$ cat src/rtl/fetch_pkg.sv
// fetch_pkg: shared address/word types, the queued fetch entry and fetch constants.
package fetch_pkg;
    typedef logic [31:0] addr_t;
    typedef logic [31:0] word_t;
    typedef struct packed {
        addr_t pc;
        word_t instr;
    } fetch_entry_t;
    localparam addr_t INSTR_BYTES  = 32'd4;
    localparam addr_t DEF_RESET_PC = 32'h0000_0000;
endpackage

$ cat src/rtl/fetch_fifo.sv
// fetch_fifo: synchronous FIFO of fetch entries with registered storage; flush beats push/pop.
module fetch_fifo
    import fetch_pkg::*;
#(
    parameter int DEPTH = 2
) (
    input  logic                         clk,
    input  logic                         rst,
    input  logic                         push_i,
    input  logic                         pop_i,
    input  logic                         flush_i,
    input  fetch_entry_t                 push_data_i,
    output fetch_entry_t                 head_o,
    output logic [$clog2(DEPTH+1)-1:0]   count_o
);
    localparam int PW = $clog2(DEPTH);
    localparam int CW = $clog2(DEPTH + 1);
    fetch_entry_t  mem_q [DEPTH];
    logic [PW-1:0] wr_q, rd_q;
    logic [CW-1:0] count_q;
    function automatic logic [PW-1:0] inc(input logic [PW-1:0] p);
        return (p == PW'(DEPTH - 1)) ? '0 : p + PW'(1);
    endfunction
    always_ff @(posedge clk) begin
        if (rst || flush_i) begin
            wr_q    <= '0;
            rd_q    <= '0;
            count_q <= '0;
        end else begin
            if (push_i) begin
                mem_q[wr_q] <= push_data_i;
                wr_q        <= inc(wr_q);
            end
            if (pop_i) rd_q <= inc(rd_q);
            count_q <= count_q + CW'(push_i) - CW'(pop_i);
        end
    end
    assign head_o  = mem_q[rd_q];
    assign count_o = count_q;
endmodule

$ cat src/rtl/instr_fetch.sv
// instr_fetch: PC/issue logic in front of a 1-cycle ROM, queueing {pc, instr} for decode.
// Define FETCH_PERF_EN to add handshake and stall performance counters.
module instr_fetch
    import fetch_pkg::*;
#(
    parameter addr_t RESET_PC   = DEF_RESET_PC,
    parameter int    FIFO_DEPTH = 2
) (
    input  logic        clk,
    input  logic        rst,
`ifdef FETCH_PERF_EN
    output logic [31:0] perf_fetch_cnt,
    output logic [31:0] perf_stall_cnt,
`endif
    input  logic        redirect_valid,
    input  logic [31:0] redirect_pc,
    output logic [31:0] imem_addr,
    input  logic [31:0] imem_instr,
    output logic        out_valid,
    input  logic        out_ready,
    output logic [31:0] out_pc,
    output logic [31:0] out_instr
);
    localparam int CW = $clog2(FIFO_DEPTH + 1);
    addr_t         pc_q, pc_d, inflight_pc_q;
    logic          inflight_q;
    logic [CW-1:0] count;
    logic [CW:0]   occ_after_pop;
    fetch_entry_t  head;
    logic          pop, push, issue;
    assign imem_addr     = redirect_valid ? {redirect_pc[31:2], 2'b00} : pc_q;
    assign out_valid     = (count != '0) && !redirect_valid;
    assign pop           = out_valid && out_ready;
    assign push          = inflight_q && !redirect_valid;
    // In-flight word counts against capacity so its capture always finds room.
    assign occ_after_pop = {1'b0, count} + (CW+1)'(inflight_q) - (CW+1)'(pop);
    assign issue         = redirect_valid || (occ_after_pop < (CW+1)'(FIFO_DEPTH));
    assign pc_d          = issue ? imem_addr + INSTR_BYTES : pc_q;
    assign out_pc        = out_valid ? head.pc : '0;
    assign out_instr     = out_valid ? head.instr : '0;
    always_ff @(posedge clk) begin
        if (rst) begin
            pc_q          <= RESET_PC;
            inflight_q    <= 1'b0;
            inflight_pc_q <= '0;
        end else begin
            pc_q          <= pc_d;
            inflight_q    <= issue;
            inflight_pc_q <= issue ? imem_addr : inflight_pc_q;
        end
    end
    fetch_fifo #(.DEPTH(FIFO_DEPTH)) u_fifo (
        .clk         (clk),
        .rst         (rst),
        .push_i      (push),
        .pop_i       (pop),
        .flush_i     (redirect_valid),
        .push_data_i ('{pc: inflight_pc_q, instr: imem_instr}),
        .head_o      (head),
        .count_o     (count)
    );
`ifdef FETCH_PERF_EN
    logic [31:0] perf_fetch_q, perf_stall_q;
    always_ff @(posedge clk) begin
        if (rst) begin
            perf_fetch_q <= '0;
            perf_stall_q <= '0;
        end else begin
            perf_fetch_q <= perf_fetch_q + 32'(pop);
            perf_stall_q <= perf_stall_q + 32'(out_valid && !out_ready);
        end
    end
    assign perf_fetch_cnt = perf_fetch_q;
    assign perf_stall_cnt = perf_stall_q;
`endif
endmodule

$ cat config.mk
export PLATFORM = sky130hd
export DESIGN_NAME = instr_fetch
export DESIGN_NICKNAME = d
export VERILOG_FILES = /design/src/rtl/fetch_pkg.sv /design/src/rtl/fetch_fifo.sv /design/src/rtl/instr_fetch.sv
export SDC_FILE = /design/constraint.sdc
export NUM_CORES = 1
export LEC_CHECK = 0
export ABC_AREA = 1
export CORE_MARGIN = 2
export CORE_UTILIZATION = 25
export CTS_CLUSTER_DIAMETER = 200
export DETAILED_ROUTE_END_ITERATION = 6
export GPL_ROUTABILITY_DRIVEN = 0
export GPL_TIMING_DRIVEN = 0
export PLACE_DENSITY = 0.41
export SETUP_SLACK_MARGIN = 0.5
export SYNTH_ARGS = -nofsm -noshare
export SYNTH_HDL_FRONTEND = slang
export SYNTH_SLANG_ARGS = --single-unit
$ cat constraint.sdc
create_clock -name clk -period 23.3 [get_ports clk]
set_input_delay 3.495 -clock clk [delete_from_list [all_inputs] [get_ports clk]]
set_output_delay 3.495 -clock clk [all_outputs]
set_load 0.02 [all_outputs]
# Word level (Yosys, flattened, before mapping)
# Memory sizes are Yosys's and may differ from the RTL's. A register that Yosys moved wholly into a read port is not among the register bits.
# Cells that the tools add are included.
# Widths: inputs -> output; s select.
# totals
register_bits	69
output_inout_bits	97
input_bits	68
ramBits	128
elab_cells	32
n_memories	1
# op_classes
mux	10
magnitude_cmp	1
addsub	7
n_reduce_logical	7
# memory_table
memory	depth	word_bits	read_ports	rd_clocked_by_memory_dff	wr	line	rtl
u_fifo.mem_q	2	64	1	1	1	fetch_fifo.sv:18	fetch_entry_t mem_q [DEPTH];
# op_table
cell	n
$mux 32	3
$add 32x3->32 const B	1
$mux 1	7
$add 2x1->3	1
$logic_and 1x1->1	3
$lt 3x2->1 const B	1
$sub 3x1->3	1
$add 1x1->1 const B	2
$add 2x1->2	1
$logic_or 1x1->1	2
$reduce_bool 2->1	1
$sub 2x1->2	1
$logic_not 1->1	1

# Longest topological paths before layout
# depth
ltp_word	6
depth_mapped	19
ltp_nobuf	16

# Hierarchy
# A second synthesis with hierarchy kept.
# unflattened
cells_unflattened	988
area_unflattened_um2	9593.0
# modules_own_cells
module	seq_area_each_um2	area_per_inst_um2	cells_each	instances
fetch_fifo	3943.8	5146.2	230	1
instr_fetch	1261.2	4446.8	758	1

# Worst setup path before layout
# OpenSTA, ideal clock, no wires.
# synth_timing
kind	input to register
from	in redirect_valid
to	mem u_fifo.mem_q[0][0] in the netlist's numbering (enable)
required_ns	22.656
setup_time_ns	0.644
arrival_time_ns	10.065
path_slack_ns	12.591
path_buffers	3
cell_stages	4
path_cell_list	buf_6 > buf_6 > buf_2 > nor4_1
# synth_between
elab_chain_len	5
word_cells_on_any_way	6
classes_between	mux (3); reduce/logical (3)
# synth_lines
element	line	rtl
start: declaration	instr_fetch.sv:15	input logic redirect_valid,
$logic_not 1->1	instr_fetch.sv:34	assign push = inflight_q && !redirect_valid;
$logic_and 1x1->1	instr_fetch.sv:34	
$mux 1	fetch_fifo.sv:30	if (push_i) begin
$mux 1 (*)	fetch_fifo.sv:25	if (rst || flush_i) begin
$mux 1 (not written as such) (*)	fetch_fifo.sv:31	mem_q[wr_q] <= push_data_i;
end: declaration	fetch_fifo.sv:18	
# Mark *: on every way between the ends. The rest lies on a longest branch, timed or not.

# Worst setup path in the final report
# layout_timing
from	in redirect_valid
to	out out_pc[14]
# layout_between
elab_chain_len	3
# layout_lines
element	line	rtl
$logic_not 1->1	instr_fetch.sv:32	assign out_valid = (count != '0) && !redirect_valid;
$logic_and 1x1->1	instr_fetch.sv:32	
$mux 32	instr_fetch.sv:39	assign out_pc = out_valid ? head.pc : '0;
end: declaration	instr_fetch.sv:21	output logic [31:0] out_pc,
# No other way between the ends.

==> results.txt <==
Status: complete, no violations
CP endpoint kind: primary output
Fmax achieved: 108.7 MHz
Hold buffers post-CTS: 0
CTS Root Cell: clkbuf_16
First-pass GRT wire length: 38.51 mm
PwrDens: 66.59 nW/um2
CP Max Fanout: 10
Syn Nets: 1,000
Synth Area in Adders: 0.7849%
DPL Wire Length: 19.11 mm
GRT Residual Overflow: 0
Synth Area in Compound Gates: 6.083%
Final worst slack: 14.10 ns
GRT Total Usage: 14.01%
Area growth syn-to-layout: 33.10%
Top Ports: 165
Hold WC Path Type: reg -> reg
Via density per instance: 4.238
Syn avg cell area: 9.630 um2
RSZ-0062 raised after global routing: false
Commonest non-fill, non-tap cell in the layout: nand2_1
Clk pin slew, worst setup/hold paths: 0.07 ns
Syn Inst Count: 927
Final WL: 25.74 mm
Total setup buffers inserted after CTS: 0
Initial Util: 25.22%
Async S/R FF share, synth: 0%
Clk sinks: 196
Clock latency on the worst-skew pair: 0.45 ns
Post-DRT Antenna Nets: 0
Pleak: 4.844 nW
Commonest non-fill, non-tap cells in the layout: nand2_1, clkdlybuf4s50_1, edfxtp_1
Antenna violations before repair: 0
Share of layout cells above drive strength 1: 14.76%
Initial DRC count: 320
Main synth FF type: edfxtp_1
Setup slack at placement: 13.98 ns
CP Class: in -> out
Worst-margin pin slew: 0.7870 ns
Setup TNS: 0 ns
Xor and xnor area share after synthesis: 0.3924%
N_diodes: 0
MaxCap Viol Count: 0
Slew Viols, Final: 0
Peak VDD IR: 0.04953 mV
Fin cells: 1,599
Hold Vio Cnt, Final: 0
Drt first pass iters: 7
Cts bufs inserted: 17
Die H: 193.0 um
Clock Skews: 0.01928 ns
Horiz. Die Dim: 193.0 um
Data required, critical path: 19.81 ns
Final setup violation count: 0
Critical path arrival: 5.71 ns
Post-synthesis sequential area ratio: 58.30%
PortBufs: 161
FF+latch count, synth: 196
Via count: 6,777
Die ar.: 37,240 um2
Dpl cells: 1,567
DR DRC count: 0
Fin crit period: 9.202 ns
Max-slew headroom: 47.54%
CTS tree: built
Row count: 69
Yosys warning count: 0
Post-CTS resize count: 0
Cell Area, Synth: 8927 um2
Vias in the first global route: 6,376
EDFF count, synth: 128
Critical Path Start Type: primary input
Routed WL per cell: 16.10 um
Yosys cell types: 43
Post-synthesis mux area share: 8.073%
Period utilisation layout: 39.49%
Longest Clk Path Bufs: 2
CORE AREA: 35,400 um2
Simple logic cell fraction of the synthesized area: 18.72%
H-Tree Depth: 4
Nets: 1,198
Largest net degree at the start of global routing: 19
Largest family of logic cells by synthesized area: simple AND/OR/NAND/NOR gates
## cells in the mapped netlist, types with 2 or more instances
master	instances	area [um2]
buf_2	12	60.06
buf_1	4	15.01
dfxtp_1	68	1361
a31oi_1	5	31.28
nand2_2	9	56.30
nand4_1	4	25.02
a21oi_1	20	100.1
a21boi_0	2	15.01
nand3_2	2	20.02
xor2_1	2	17.52
nor3_1	6	30.03
xnor2_1	2	17.52
inv_2	2	7.510
mux2_2	64	720.7
clkinv_1	2	7.510
nor2_4	5	56.30
o21ai_1	5	25.02
clkbuf_1	18	67.56
a21boi_1	4	30.03
o211ai_1	2	15.01
nor2_1	95	356.6
edfxtp_1	128	3844
ha_1	4	50.05
nand3_1	33	165.2
buf_6	6	67.56
o21ai_0	51	255.2
nor2_2	9	56.30
inv_1	120	450.4
nand2_1	228	855.8
o21ai_4	2	32.53
## critical path: stages
cell and delay [ns]:
buf_6 0.13, buf_6 0.16, buf_2 0.21, a21oi_1 0.25
buf_2 0.31, buf_2 0.31, nand2_1 0.08, inv_1 0.05
clkdlybuf4s50_1 0.69
## cell type report
| class | count | area (um2) |
|---|---|---|
| Timing Repair Buffer | 179 | 1788 |
| Sequential cell | 196 | 5205 |
| Buffer | 40 | 210.2 |
| Multi-Input combinational cell | 566 | 3052 |
| Tap cell | 461 | 576.8 |
| Inverter | 125 | 471.7 |
| Fill cell | 3677 | 23510 |
| Clock inverter | 13 | 136.4 |
| Clock buffer | 19 | 442.9 |
## routing by layer
metal | vias to the layer above | part of all wire (%) | GRT usage, %
met5 | - | 0 | 0
met4 | 0 | 1.3 | 3.788
met3 | 16 | 4.6 | 2.805
met2 | 168 | 45 | 21.96
met1 | 3178 | 49 | 19.67
li1 | 3415 | - | -
## per-stage QoR
stage | hold slack (ns) | total power, mW | utilization, % | area [um2]
6_report | 0.4565 | 0.7913 | 33.57 | 11880
5_1_grt | 0.4734 | 0.8273 | 33.57 | 11880
4_1_cts | 0.4611 | 0.8034 | 33.57 | 11880
3_5_place_dp | 0.4403 | 0.5042 | 31.93 | 11300
3_3_place_gp | 0.4333 | 0.5042 | 31.40 | 11120
2_1_floorplan | 0.4203 | 0.4557 | - | 8927
## final timing paths
kind	slack [ns]	end	startpoint	depth (start not counted)
worst max-delay path	14.10	out_pc[14]	redirect_valid	9
worst min-delay path	0.46	u_fifo.mem_q[1][34]	inflight_pc_q[2]	0
worst max register to register	20.15	pc_q[10]	u_fifo.count_o[1]	14
worst min register to register	0.46	u_fifo.mem_q[1][34]	inflight_pc_q[2]	0
## registers in the layout (all words and copies together) (netlist names), named ones only
signal,flops
inflight_pc_q,30
inflight_q,1
pc_q,32
u_fifo.count_o,2
u_fifo.mem_q,128
u_fifo.rd_q,1
u_fifo.wr_q,1
## logic make-up (layout without fill, tap and decap cells)
kind of cell	Yosys count	in the layout
AOI/OAI and AO/OA	96	96
adders and majority gates	5	5
xor gates and xnor gates	4	4
DFF	196	196
muxes	64	64
and+or+nand+nor	397	397
buffers and inverters	165	376
## where the power goes
part           switching [mW]  internal, mW  leakage [nW]
registers             0.00699         0.386          1.73
clock network           0.141         0.154         0.285
logic                  0.0603        0.0419          2.83
No activity file was read; power rests on OpenSTA's default activity.
